`src/rtl/px_router_pkg.sv`:
```
// Shared types for the pixel-stream router.
//   mode_t  : routing mode requested / applied
//   state_t : router FSM state
//   feeds_core() : true for modes whose source goes into the core
package px_router_pkg;
  localparam int MAX_PIXEL_BITS = 24;

  typedef enum logic [1:0] {
    SPI_CORE  = 2'd0,
    LFSR_CORE = 2'd1,
    LFSR_CFG  = 2'd2,
    LOOPBACK  = 2'd3
  } mode_t;

  typedef enum logic [1:0] {
    IDLE  = 2'd0,
    RUN   = 2'd1,
    DRAIN = 2'd2
  } state_t;

  function automatic logic feeds_core(mode_t m);
    return (m == SPI_CORE) || (m == LFSR_CORE);
  endfunction
endpackage

```
`src/rtl/px_stream_router_if.sv`:
```
// Pixel-stream bundle between the tile environment (master) and the router (slave).
// *_i are driven by the environment, *_o by the router.
interface px_stream_router_if #(parameter int PX_W = px_router_pkg::MAX_PIXEL_BITS);
  logic [1:0]      mode_i;
  logic [PX_W-1:0] spi_px_i;
  logic            spi_rdy_i;
  logic            spi_free_i;
  logic [PX_W-1:0] spi_px_o;
  logic            spi_rdy_o;
  logic [PX_W-1:0] core_px_o;
  logic            core_rdy_o;
  logic [PX_W-1:0] core_px_i;
  logic            core_rdy_i;
  logic [PX_W-1:0] lfsr_cfg_px_o;
  logic            lfsr_cfg_rdy_o;
  logic [PX_W-1:0] lfsr_cfg_px_i;
  logic            lfsr_cfg_done_i;
  logic [PX_W-1:0] lfsr_px_i;
  logic            lfsr_rdy_i;
  logic [1:0]      mode_o;
  logic            busy_o;
  logic            ovf_o;
  logic            drop_o;
  logic            timeout_o;

  modport slave (
    input  mode_i, spi_px_i, spi_rdy_i, spi_free_i, core_px_i, core_rdy_i,
           lfsr_cfg_px_i, lfsr_cfg_done_i, lfsr_px_i, lfsr_rdy_i,
    output spi_px_o, spi_rdy_o, core_px_o, core_rdy_o, lfsr_cfg_px_o,
           lfsr_cfg_rdy_o, mode_o, busy_o, ovf_o, drop_o, timeout_o
  );

  modport master (
    output mode_i, spi_px_i, spi_rdy_i, spi_free_i, core_px_i, core_rdy_i,
           lfsr_cfg_px_i, lfsr_cfg_done_i, lfsr_px_i, lfsr_rdy_i,
    input  spi_px_o, spi_rdy_o, core_px_o, core_rdy_o, lfsr_cfg_px_o,
           lfsr_cfg_rdy_o, mode_o, busy_o, ovf_o, drop_o, timeout_o
  );
endinterface

```
`src/rtl/px_sync_fifo.sv`:
```
// Synchronous result FIFO, DEPTH a power of 2.
//   i_push/i_data : write; ignored when full unless popping in the same cycle
//   i_pop         : read head (o_data is the head, valid while !o_empty)
//   i_flush       : discard all entries (wins over push/pop)
//   o_full/o_empty/o_count : occupancy
module px_sync_fifo #(
  parameter int PX_W  = 24,
  parameter int DEPTH = 4,
  localparam int AW   = $clog2(DEPTH)
) (
  input  logic            clk_i,
  input  logic            nreset_i,
  input  logic            i_flush,
  input  logic            i_push,
  input  logic [PX_W-1:0] i_data,
  input  logic            i_pop,
  output logic [PX_W-1:0] o_data,
  output logic            o_full,
  output logic            o_empty,
  output logic [AW:0]     o_count
);
  localparam logic [AW:0] FULL_CNT = (AW+1)'(DEPTH);

  logic [PX_W-1:0] r_mem [DEPTH];
  logic [AW-1:0]   r_wptr, r_rptr;
  logic [AW:0]     r_cnt;
  logic            w_wr, w_rd;

  assign o_full  = (r_cnt == FULL_CNT);
  assign o_empty = (r_cnt == '0);
  assign o_count = r_cnt;
  assign o_data  = r_mem[r_rptr];
  assign w_rd    = i_pop && !o_empty;
  // a pop frees the slot in the same cycle, so a full FIFO still takes the write
  assign w_wr    = i_push && (!o_full || w_rd);

  always_ff @(posedge clk_i) begin
    if (w_wr && !i_flush) r_mem[r_wptr] <= i_data;
  end

  always_ff @(posedge clk_i or negedge nreset_i) begin
    if (!nreset_i) begin
      r_wptr <= '0;
      r_rptr <= '0;
      r_cnt  <= '0;
    end else if (i_flush) begin
      r_wptr <= '0;
      r_rptr <= '0;
      r_cnt  <= '0;
    end else begin
      // pointers wrap naturally: DEPTH is a power of 2
      if (w_wr) r_wptr <= r_wptr + AW'(1);
      if (w_rd) r_rptr <= r_rptr + AW'(1);
      case ({w_wr, w_rd})
        2'b10:   r_cnt <= r_cnt + (AW+1)'(1);
        2'b01:   r_cnt <= r_cnt - (AW+1)'(1);
        default: r_cnt <= r_cnt;
      endcase
    end
  end
endmodule

```
`src/rtl/px_stream_router.sv`:
```
// Pixel-stream crossbar between the SPI block, the LFSR and the gray/sobel core.
//   clk_i, nreset_i : clock, async active-low reset
//   bus (slave)     : all stream, status and mode signals (see px_stream_router_if)
// Mode changes drain in-flight pixels and buffered results before the new mode
// is applied; a silent core forces the swap after DRAIN_TO idle cycles.
module px_stream_router
  import px_router_pkg::*;
#(
  parameter int PX_W       = MAX_PIXEL_BITS,
  parameter int FIFO_DEPTH = 4,
  parameter int MAX_INFL   = 7,
  parameter int DRAIN_TO   = 255
) (
  input logic               clk_i,
  input logic               nreset_i,
  px_stream_router_if.slave bus
);
  localparam int IW  = $clog2(MAX_INFL + 1);
  localparam int FAW = $clog2(FIFO_DEPTH);
  localparam logic [IW-1:0] INFL_MAX = IW'(MAX_INFL);
  localparam logic [7:0]    TO_LAST  = 8'(DRAIN_TO - 1);

  state_t          r_state;
  mode_t           r_mode;
  logic [IW-1:0]   r_infl;
  logic [7:0]      r_to_cnt;
  logic            r_spi_rdy, r_core_rdy, r_cfg_rdy, r_busy, r_ovf, r_drop, r_to;
  logic [PX_W-1:0] r_spi_px, r_core_px, r_cfg_px;

  mode_t           w_req;
  logic            w_core_mode, w_run, w_active, w_src_stb, w_res_stb, w_lb;
  logic            w_push, w_pop, w_issue, w_infl_full, w_infl_inc, w_infl_dec;
  logic            w_drop_now, w_drained, w_timeout, w_ovf;
  logic            w_fifo_full, w_fifo_empty;
  logic [FAW:0]    w_fifo_cnt;
  logic [PX_W-1:0] w_src_px, w_res_px, w_push_px, w_fifo_px;

  assign w_req       = mode_t'(bus.mode_i);
  assign w_core_mode = feeds_core(r_mode);
  assign w_run       = (r_state == RUN);
  assign w_active    = (r_state != IDLE);

  // source of the applied mode; in LFSR_CORE the SPI strobe is ignored
  assign w_src_stb = (r_mode == LFSR_CORE) ? bus.lfsr_rdy_i : bus.spi_rdy_i;
  assign w_src_px  = (r_mode == LFSR_CORE) ? bus.lfsr_px_i  : bus.spi_px_i;

  // results are accepted in RUN and DRAIN; loopback is a source, so RUN only
  assign w_res_stb = w_active & (w_core_mode ? bus.core_rdy_i
                                             : ((r_mode == LFSR_CFG) & bus.lfsr_cfg_done_i));
  assign w_res_px  = w_core_mode ? bus.core_px_i : bus.lfsr_cfg_px_i;
  assign w_lb      = w_run & (r_mode == LOOPBACK) & bus.spi_rdy_i;
  assign w_push    = w_res_stb | w_lb;
  assign w_push_px = w_lb ? bus.spi_px_i : w_res_px;

  assign w_infl_full = (r_infl == INFL_MAX);
  assign w_issue     = w_run & w_src_stb & (r_mode != LOOPBACK) & ~(w_core_mode & w_infl_full);
  assign w_infl_inc  = w_issue & w_core_mode;
  assign w_infl_dec  = w_core_mode & w_res_stb & (r_infl != '0);
  assign w_drop_now  = w_src_stb & ((r_state == DRAIN) | (w_run & w_core_mode & w_infl_full));

  assign w_drained = (r_infl == '0) & w_fifo_empty;
  assign w_timeout = (r_state == DRAIN) & ~w_drained & ~w_res_stb & (r_to_cnt == TO_LAST);

  // one idle cycle is enforced between pulses by looking at the last pulse
  assign w_pop = ~w_fifo_empty & bus.spi_free_i & ~r_spi_rdy & ~w_timeout;
  assign w_ovf = w_push & w_fifo_full & ~w_pop & ~w_timeout;

  px_sync_fifo #(.PX_W(PX_W), .DEPTH(FIFO_DEPTH)) u_fifo (
    .clk_i    (clk_i),
    .nreset_i (nreset_i),
    .i_flush  (w_timeout),
    .i_push   (w_push),
    .i_data   (w_push_px),
    .i_pop    (w_pop),
    .o_data   (w_fifo_px),
    .o_full   (w_fifo_full),
    .o_empty  (w_fifo_empty),
    .o_count  (w_fifo_cnt)
  );

  always_ff @(posedge clk_i or negedge nreset_i) begin
    if (!nreset_i) begin
      r_state    <= IDLE;
      r_mode     <= SPI_CORE;
      r_infl     <= '0;
      r_to_cnt   <= '0;
      r_spi_rdy  <= 1'b0;
      r_core_rdy <= 1'b0;
      r_cfg_rdy  <= 1'b0;
      r_busy     <= 1'b0;
      r_ovf      <= 1'b0;
      r_drop     <= 1'b0;
      r_to       <= 1'b0;
      r_spi_px   <= '0;
      r_core_px  <= '0;
      r_cfg_px   <= '0;
    end else begin
      r_spi_rdy <= w_pop;
      if (w_pop) r_spi_px <= w_fifo_px;
      r_core_rdy <= w_infl_inc;
      if (w_infl_inc) r_core_px <= w_src_px;
      r_cfg_rdy <= w_issue & (r_mode == LFSR_CFG);
      if (w_issue & (r_mode == LFSR_CFG)) r_cfg_px <= bus.spi_px_i;
      // registered so it reads 0 out of reset; trails the state by one cycle
      r_busy <= (r_state != RUN) | (r_infl != '0) | (w_fifo_cnt != '0);

      if (w_infl_inc & ~w_infl_dec)      r_infl <= r_infl + IW'(1);
      else if (~w_infl_inc & w_infl_dec) r_infl <= r_infl - IW'(1);

      if (w_ovf)      r_ovf  <= 1'b1;
      if (w_drop_now) r_drop <= 1'b1;

      case (r_state)
        IDLE: begin
          r_mode  <= w_req;
          r_state <= RUN;
          r_ovf   <= 1'b0;
          r_drop  <= 1'b0;
          r_to    <= 1'b0;
        end
        RUN: begin
          r_to_cnt <= '0;
          if (w_req != r_mode) r_state <= DRAIN;
        end
        DRAIN: begin
          if (w_drained) r_state <= IDLE;
          else if (w_timeout) begin
            r_to    <= 1'b1;
            r_infl  <= '0;
            r_state <= IDLE;
          end
          else if (w_res_stb) r_to_cnt <= '0;
          else                r_to_cnt <= r_to_cnt + 8'd1;
        end
        default: r_state <= IDLE;
      endcase
    end
  end

  assign bus.spi_px_o       = r_spi_px;
  assign bus.spi_rdy_o      = r_spi_rdy;
  assign bus.core_px_o      = r_core_px;
  assign bus.core_rdy_o     = r_core_rdy;
  assign bus.lfsr_cfg_px_o  = r_cfg_px;
  assign bus.lfsr_cfg_rdy_o = r_cfg_rdy;
  assign bus.mode_o         = r_mode;
  assign bus.busy_o         = r_busy;
  assign bus.ovf_o          = r_ovf;
  assign bus.drop_o         = r_drop;
  assign bus.timeout_o      = r_to;
endmodule

```
`src/flat_wrapper.sv`:
```
// flat-port wrapper written by rule: the top's interface ports become plain ports
module px_stream_router_flat import px_router_pkg::*;
#(
  parameter int PX_W       = MAX_PIXEL_BITS,
  parameter int FIFO_DEPTH = 4,
  parameter int MAX_INFL   = 7,
  parameter int DRAIN_TO   = 255
)
  (clk_i, nreset_i, bus_mode_i, bus_spi_px_i, bus_spi_rdy_i, bus_spi_free_i, bus_core_px_i, bus_core_rdy_i, bus_lfsr_cfg_px_i, bus_lfsr_cfg_done_i, bus_lfsr_px_i, bus_lfsr_rdy_i, bus_spi_px_o, bus_spi_rdy_o, bus_core_px_o, bus_core_rdy_o, bus_lfsr_cfg_px_o, bus_lfsr_cfg_rdy_o, bus_mode_o, bus_busy_o, bus_ovf_o, bus_drop_o, bus_timeout_o);
  px_stream_router_if #(.PX_W(PX_W)) bus_i ();
  input logic clk_i;
  input logic nreset_i;
  input wire logic [$bits(bus_i.mode_i)-1:0] bus_mode_i;
  input wire logic [$bits(bus_i.spi_px_i)-1:0] bus_spi_px_i;
  input wire logic [$bits(bus_i.spi_rdy_i)-1:0] bus_spi_rdy_i;
  input wire logic [$bits(bus_i.spi_free_i)-1:0] bus_spi_free_i;
  input wire logic [$bits(bus_i.core_px_i)-1:0] bus_core_px_i;
  input wire logic [$bits(bus_i.core_rdy_i)-1:0] bus_core_rdy_i;
  input wire logic [$bits(bus_i.lfsr_cfg_px_i)-1:0] bus_lfsr_cfg_px_i;
  input wire logic [$bits(bus_i.lfsr_cfg_done_i)-1:0] bus_lfsr_cfg_done_i;
  input wire logic [$bits(bus_i.lfsr_px_i)-1:0] bus_lfsr_px_i;
  input wire logic [$bits(bus_i.lfsr_rdy_i)-1:0] bus_lfsr_rdy_i;
  output wire logic [$bits(bus_i.spi_px_o)-1:0] bus_spi_px_o;
  output wire logic [$bits(bus_i.spi_rdy_o)-1:0] bus_spi_rdy_o;
  output wire logic [$bits(bus_i.core_px_o)-1:0] bus_core_px_o;
  output wire logic [$bits(bus_i.core_rdy_o)-1:0] bus_core_rdy_o;
  output wire logic [$bits(bus_i.lfsr_cfg_px_o)-1:0] bus_lfsr_cfg_px_o;
  output wire logic [$bits(bus_i.lfsr_cfg_rdy_o)-1:0] bus_lfsr_cfg_rdy_o;
  output wire logic [$bits(bus_i.mode_o)-1:0] bus_mode_o;
  output wire logic [$bits(bus_i.busy_o)-1:0] bus_busy_o;
  output wire logic [$bits(bus_i.ovf_o)-1:0] bus_ovf_o;
  output wire logic [$bits(bus_i.drop_o)-1:0] bus_drop_o;
  output wire logic [$bits(bus_i.timeout_o)-1:0] bus_timeout_o;
  assign bus_i.mode_i = bus_mode_i;
  assign bus_i.spi_px_i = bus_spi_px_i;
  assign bus_i.spi_rdy_i = bus_spi_rdy_i;
  assign bus_i.spi_free_i = bus_spi_free_i;
  assign bus_i.core_px_i = bus_core_px_i;
  assign bus_i.core_rdy_i = bus_core_rdy_i;
  assign bus_i.lfsr_cfg_px_i = bus_lfsr_cfg_px_i;
  assign bus_i.lfsr_cfg_done_i = bus_lfsr_cfg_done_i;
  assign bus_i.lfsr_px_i = bus_lfsr_px_i;
  assign bus_i.lfsr_rdy_i = bus_lfsr_rdy_i;
  assign bus_spi_px_o = bus_i.spi_px_o;
  assign bus_spi_rdy_o = bus_i.spi_rdy_o;
  assign bus_core_px_o = bus_i.core_px_o;
  assign bus_core_rdy_o = bus_i.core_rdy_o;
  assign bus_lfsr_cfg_px_o = bus_i.lfsr_cfg_px_o;
  assign bus_lfsr_cfg_rdy_o = bus_i.lfsr_cfg_rdy_o;
  assign bus_mode_o = bus_i.mode_o;
  assign bus_busy_o = bus_i.busy_o;
  assign bus_ovf_o = bus_i.ovf_o;
  assign bus_drop_o = bus_i.drop_o;
  assign bus_timeout_o = bus_i.timeout_o;
  px_stream_router #(.PX_W(PX_W), .FIFO_DEPTH(FIFO_DEPTH), .MAX_INFL(MAX_INFL), .DRAIN_TO(DRAIN_TO)) u_core (.clk_i(clk_i), .nreset_i(nreset_i), .bus(bus_i));
endmodule
```
`config.mk`:
```
export PLATFORM = sky130hd
export DESIGN_NAME = px_stream_router_flat
export DESIGN_NICKNAME = d
export VERILOG_FILES = /design/src/rtl/px_router_pkg.sv /design/src/rtl/px_stream_router_if.sv /design/src/rtl/px_sync_fifo.sv /design/src/rtl/px_stream_router.sv /design/src/flat_wrapper.sv
export SDC_FILE = /design/constraint.sdc
export NUM_CORES = 1
export LEC_CHECK = 0
export ABC_AREA = 0
export BUFFER_PORTS_ARGS = -buffer_cell sky130_fd_sc_hd__buf_2
export CORE_MARGIN = 3
export CORE_UTILIZATION = 55
export DETAILED_ROUTE_END_ITERATION = 12
export PLACE_DENSITY_LB_ADDON = 0.12
export SETUP_SLACK_MARGIN = 0.4
export SLEW_MARGIN = 20
export SYNTH_ARGS = -nofsm -noshare
export SYNTH_HDL_FRONTEND = slang
export SYNTH_HIERARCHICAL = 1
export SYNTH_SLANG_ARGS = --single-unit
```
`constraint.sdc`:
```
create_clock -name clk_i -period 3.5 [get_ports clk_i]
set_input_delay 1.05 -clock clk_i [delete_from_list [all_inputs] [get_ports clk_i]]
set_output_delay 1.05 -clock clk_i [all_outputs]
set_load 0.02 [all_outputs]
```
==> metrics <==
syn_area_per_cell=between 10 and 15 µm²; FP Rows=between 40 and 50; gpl congestion=0.843; Top Ports=around 190; Synth area leader=edfxtp_1; clk_skew=between 10 and 15 ps; H-Tree Depth=4; Main synth FF type=dfrtp_1; achievable clock frequency=around 340 MHz; # hold bufs at CTS=0; Die Ht=133 µm; final hold viol count=0; fin crit share=a little over four fifths; top post-synthesis cells by area=edfxtp_1 33%, dfrtp_1 29%, mux2_2 6.5%, mux2i_1 6.2%, mux4_2 6.1%; met1 GRT Util=31.6%; CTS tree=done; worst hold path type=reg2reg; grt met2 use=39.4%; FF/Latch Area=0.00542 mm²; Vias/cell=between 5 and 6; Clock Pin Slew Worst Setup and Hold Paths=~70 ps; Syn Nets=748; Critical Path RT=3550 ps; warnings from Yosys=6; initial core utilization=roughly 57%; CTS buffer count=17; die extent in x=between 100 and 150 µm; count of cell types in the netlist=56; number of port buffers=about 190; Maximum Capacitance Violations=0; core footprint=0.0155 mm²; max-slew violation count=0; antenna violations before repair=0; final WL=slightly above 20000 µm; vias in the first global route=just over 6000; startpoint types=flip-flop; Worst Hold Launch=u_core/bus.spi_px_o[9]; LEAKAGE=about 4.5 nW; DP Wirelength=14100 µm; slew of the pin with the lowest slew margin=a little over 900 ps; critical path fanouts, max=24; arrival time worst endpoint=around 3000 ps; clk sinks=approximately 200; Area growth, synth to finish=20.9%; Multi-input gate area=roughly 0.0032 mm²; DR DRC count=0; worst relative slew slack=37.2%; Cells after Synth=approximately 630; Critical Path End Type=flip-flop; min Tclk post-route=between 2000 and 3000 ps; Final Setup Violations=0; Inserted Diodes=0; CP Capture Point=u_core/u_fifo/r_mem[1][17]; Final Total Pwr=between 9 and 10 mW; met3 Resource Use GR=between 5 and 6%; Final #Nets=~950; Die Area=0.0176 mm²; first-pass GRT wire length=32500 µm; largest net degree at the start of global routing=65; setup TNS=0 ps; All-Layer GR Usage=approximately a quarter; Post-Syn Area=between 0.008 and 0.009 mm²; Power Dens Cells=between 900 and 1000 mW/mm²; antenna viol nets, final=0; Setup CP Type=reg2reg; total gr overflow=0; status=finished, final reports clean; setup slack, reg-to-reg=about 560 ps; Post-synth EDFFs=96; worst vdd ir=approximately 0.47 mV; Clock Root Buffer=clkbuf_16; FF+latch count, synth=197; Max Buffers Root-to-Sink=2; WL/cell=19.4 µm; share of cells above drive strength 1=41.9%; R2R depth=10; busiest grt layer=met2; Fillers=between 1000 and 1500; FF-to-FF Start=u_core/u_fifo/o_count[1]; RSZ-0062 raised after global routing=false; sequential fraction of the synthesis area=61.2%; share of the synthesized area in the top cell type=32.6%; FF-to-FF End=u_core/u_fifo/r_mem[1][17]; Pre-antenna DRT Iters=5; Critical Path Start=u_core/u_fifo/o_count[1]; DRT iter0 DRCs=~360; Worst-Skew Late Latency=430 ps; via count=approximately 5900; Synth async-reset ratio=about 50%
[Yosys cell counts (all sizes together) (2+ instances only)]
cell type and n:
nand2 11, o211ai 3, a211oi 3, dfrtp 101
mux4 24, a31oi 4, mux2 52, nand3b 2
xor2 3, o21a 2, edfxtp 96, inv 19
nand4b 2, xnor2 4, nor2b 4, nor4b 2
ha 15, a31o 2, mux2i 55, or3b 3
a21o 5, nand2b 5, and2 6, nor2 60
a221o 2, buf 21, nand4 4, nor3b 2
clkbuf 15, nand3 9, a21oi 57, o21ai 20
[cell type report]
class / count / share of cell area [%]
well taps: 211 / 2.47
clock inverters: 10 / 0.656
flip-flops and latches: 197 / 50.7
inverters: 19 / 0.668
clock buffers: 22 / 4.45
repair buffers: 214 / 10.8
multi-input cells: 375 / 30.2
[cell usage in the layout, fill, tap and decap left out, drive strengths merged, types with 5 or more instances in the layout]
cell    synthesis  routed
buf            21     214
dfrtp         101     101
edfxtp         96      96
nor2           60      60
a21oi          57      57
mux2i          55      55
mux2           52      52
mux4           24      24
clkbuf         15      22
inv            19      22
o21ai          20      20
ha             15      15
nand2          11      11
nand3           9       9
and2            6       6
nand2b          5       5
a21o            5       5
[sequential cells by signal (all words and copies together), names as in the netlist]
name                       cells
u_core/bus.timeout_o           1
u_core/bus.lfsr_cfg_rdy_o      1
u_core/bus.ovf_o               1
u_core/u_fifo/r_wptr           2
u_core/bus.drop_o              1
u_core/bus.busy_o              1
u_core/r_state                 2
u_core/bus.mode_o              2
u_core/u_fifo/r_rptr           2
u_core/r_to_cnt                8
u_core/u_fifo/r_mem           96
u_core/bus.spi_rdy_o           1
u_core/r_infl                  3
u_core/bus.core_px_o          24
u_core/u_fifo/o_count          3
u_core/bus.spi_px_o           24
u_core/bus.core_rdy_o          1
u_core/bus.lfsr_cfg_px_o      24
[stage by stage]
step	setup slack, ps	utilization, %	instance area (µm²)	instances	hold slack (ps)
finish	560	69.0	10700	1048	486
global placement	374	64.5	9980	1002	470
floorplan	403	-	8850	627	506
global route	360	69.0	10700	1048	502
detailed placement	309	64.5	9980	1002	477
CTS	420	68.0	10500	1034	492
[kinds of logic (layout without fill, tap and decap cells)]
family | Yosys count | count (layout) | share of synthesized area, %
DFF | 197 | 197 | 61.2
xor gates and xnor gates | 7 | 7 | 0.694
AOI/OAI and AO/OA | 105 | 105 | 7.21
adders and majority gates | 16 | 16 | 2.35
buffers and inverters | 55 | 265 | 3.06
muxes | 131 | 131 | 19.0
and+or+nand+nor | 116 | 116 | 6.46
[what timing repair did]
action / 4_1_cts / 5_1_grt
endpoints found under the setup margin: 2 / 98
resized for setup: 3 / 16
pin swaps: 0 / 6
setup buffers: 0 / 14
[worst min-delay path by stage]
stage                             endpoint  depth (start not counted)
floorplan                u_core/r_state[1]                          1
global placement    u_core/bus.spi_px_o[9]                          1
detailed placement  u_core/bus.spi_px_o[9]                          1
CTS                 u_core/bus.spi_px_o[9]                          1
global route        u_core/bus.spi_px_o[9]                          1
finish              u_core/bus.spi_px_o[9]                          1
[power by group]
group | internal (mW) | leakage, nW | switching (mW)
clock network | 0.974 | 0.261 | 0.827
registers | 3.34 | 2.08 | 0.531
logic | 1.79 | 2.15 | 2.32
[routing by layer]
layer  up-vias  routed length (µm)
met5         -                   0
met4         0                 263
met3        23                1210
met2       223               10200
met1      2952                8720
li1       2717                   -
[worst max-delay path, stage by stage, from the launching register on]
cell      delay, ps
dfrtp_2         420
or2_4           270
nor2_2          220
nand3b_1        220
or3b_4          320
buf_4           120
buf_4           110
nor2_1           40
inv_1            50
o211a_1         190
and2_2          590
Power figures use the tool's default switching activity.
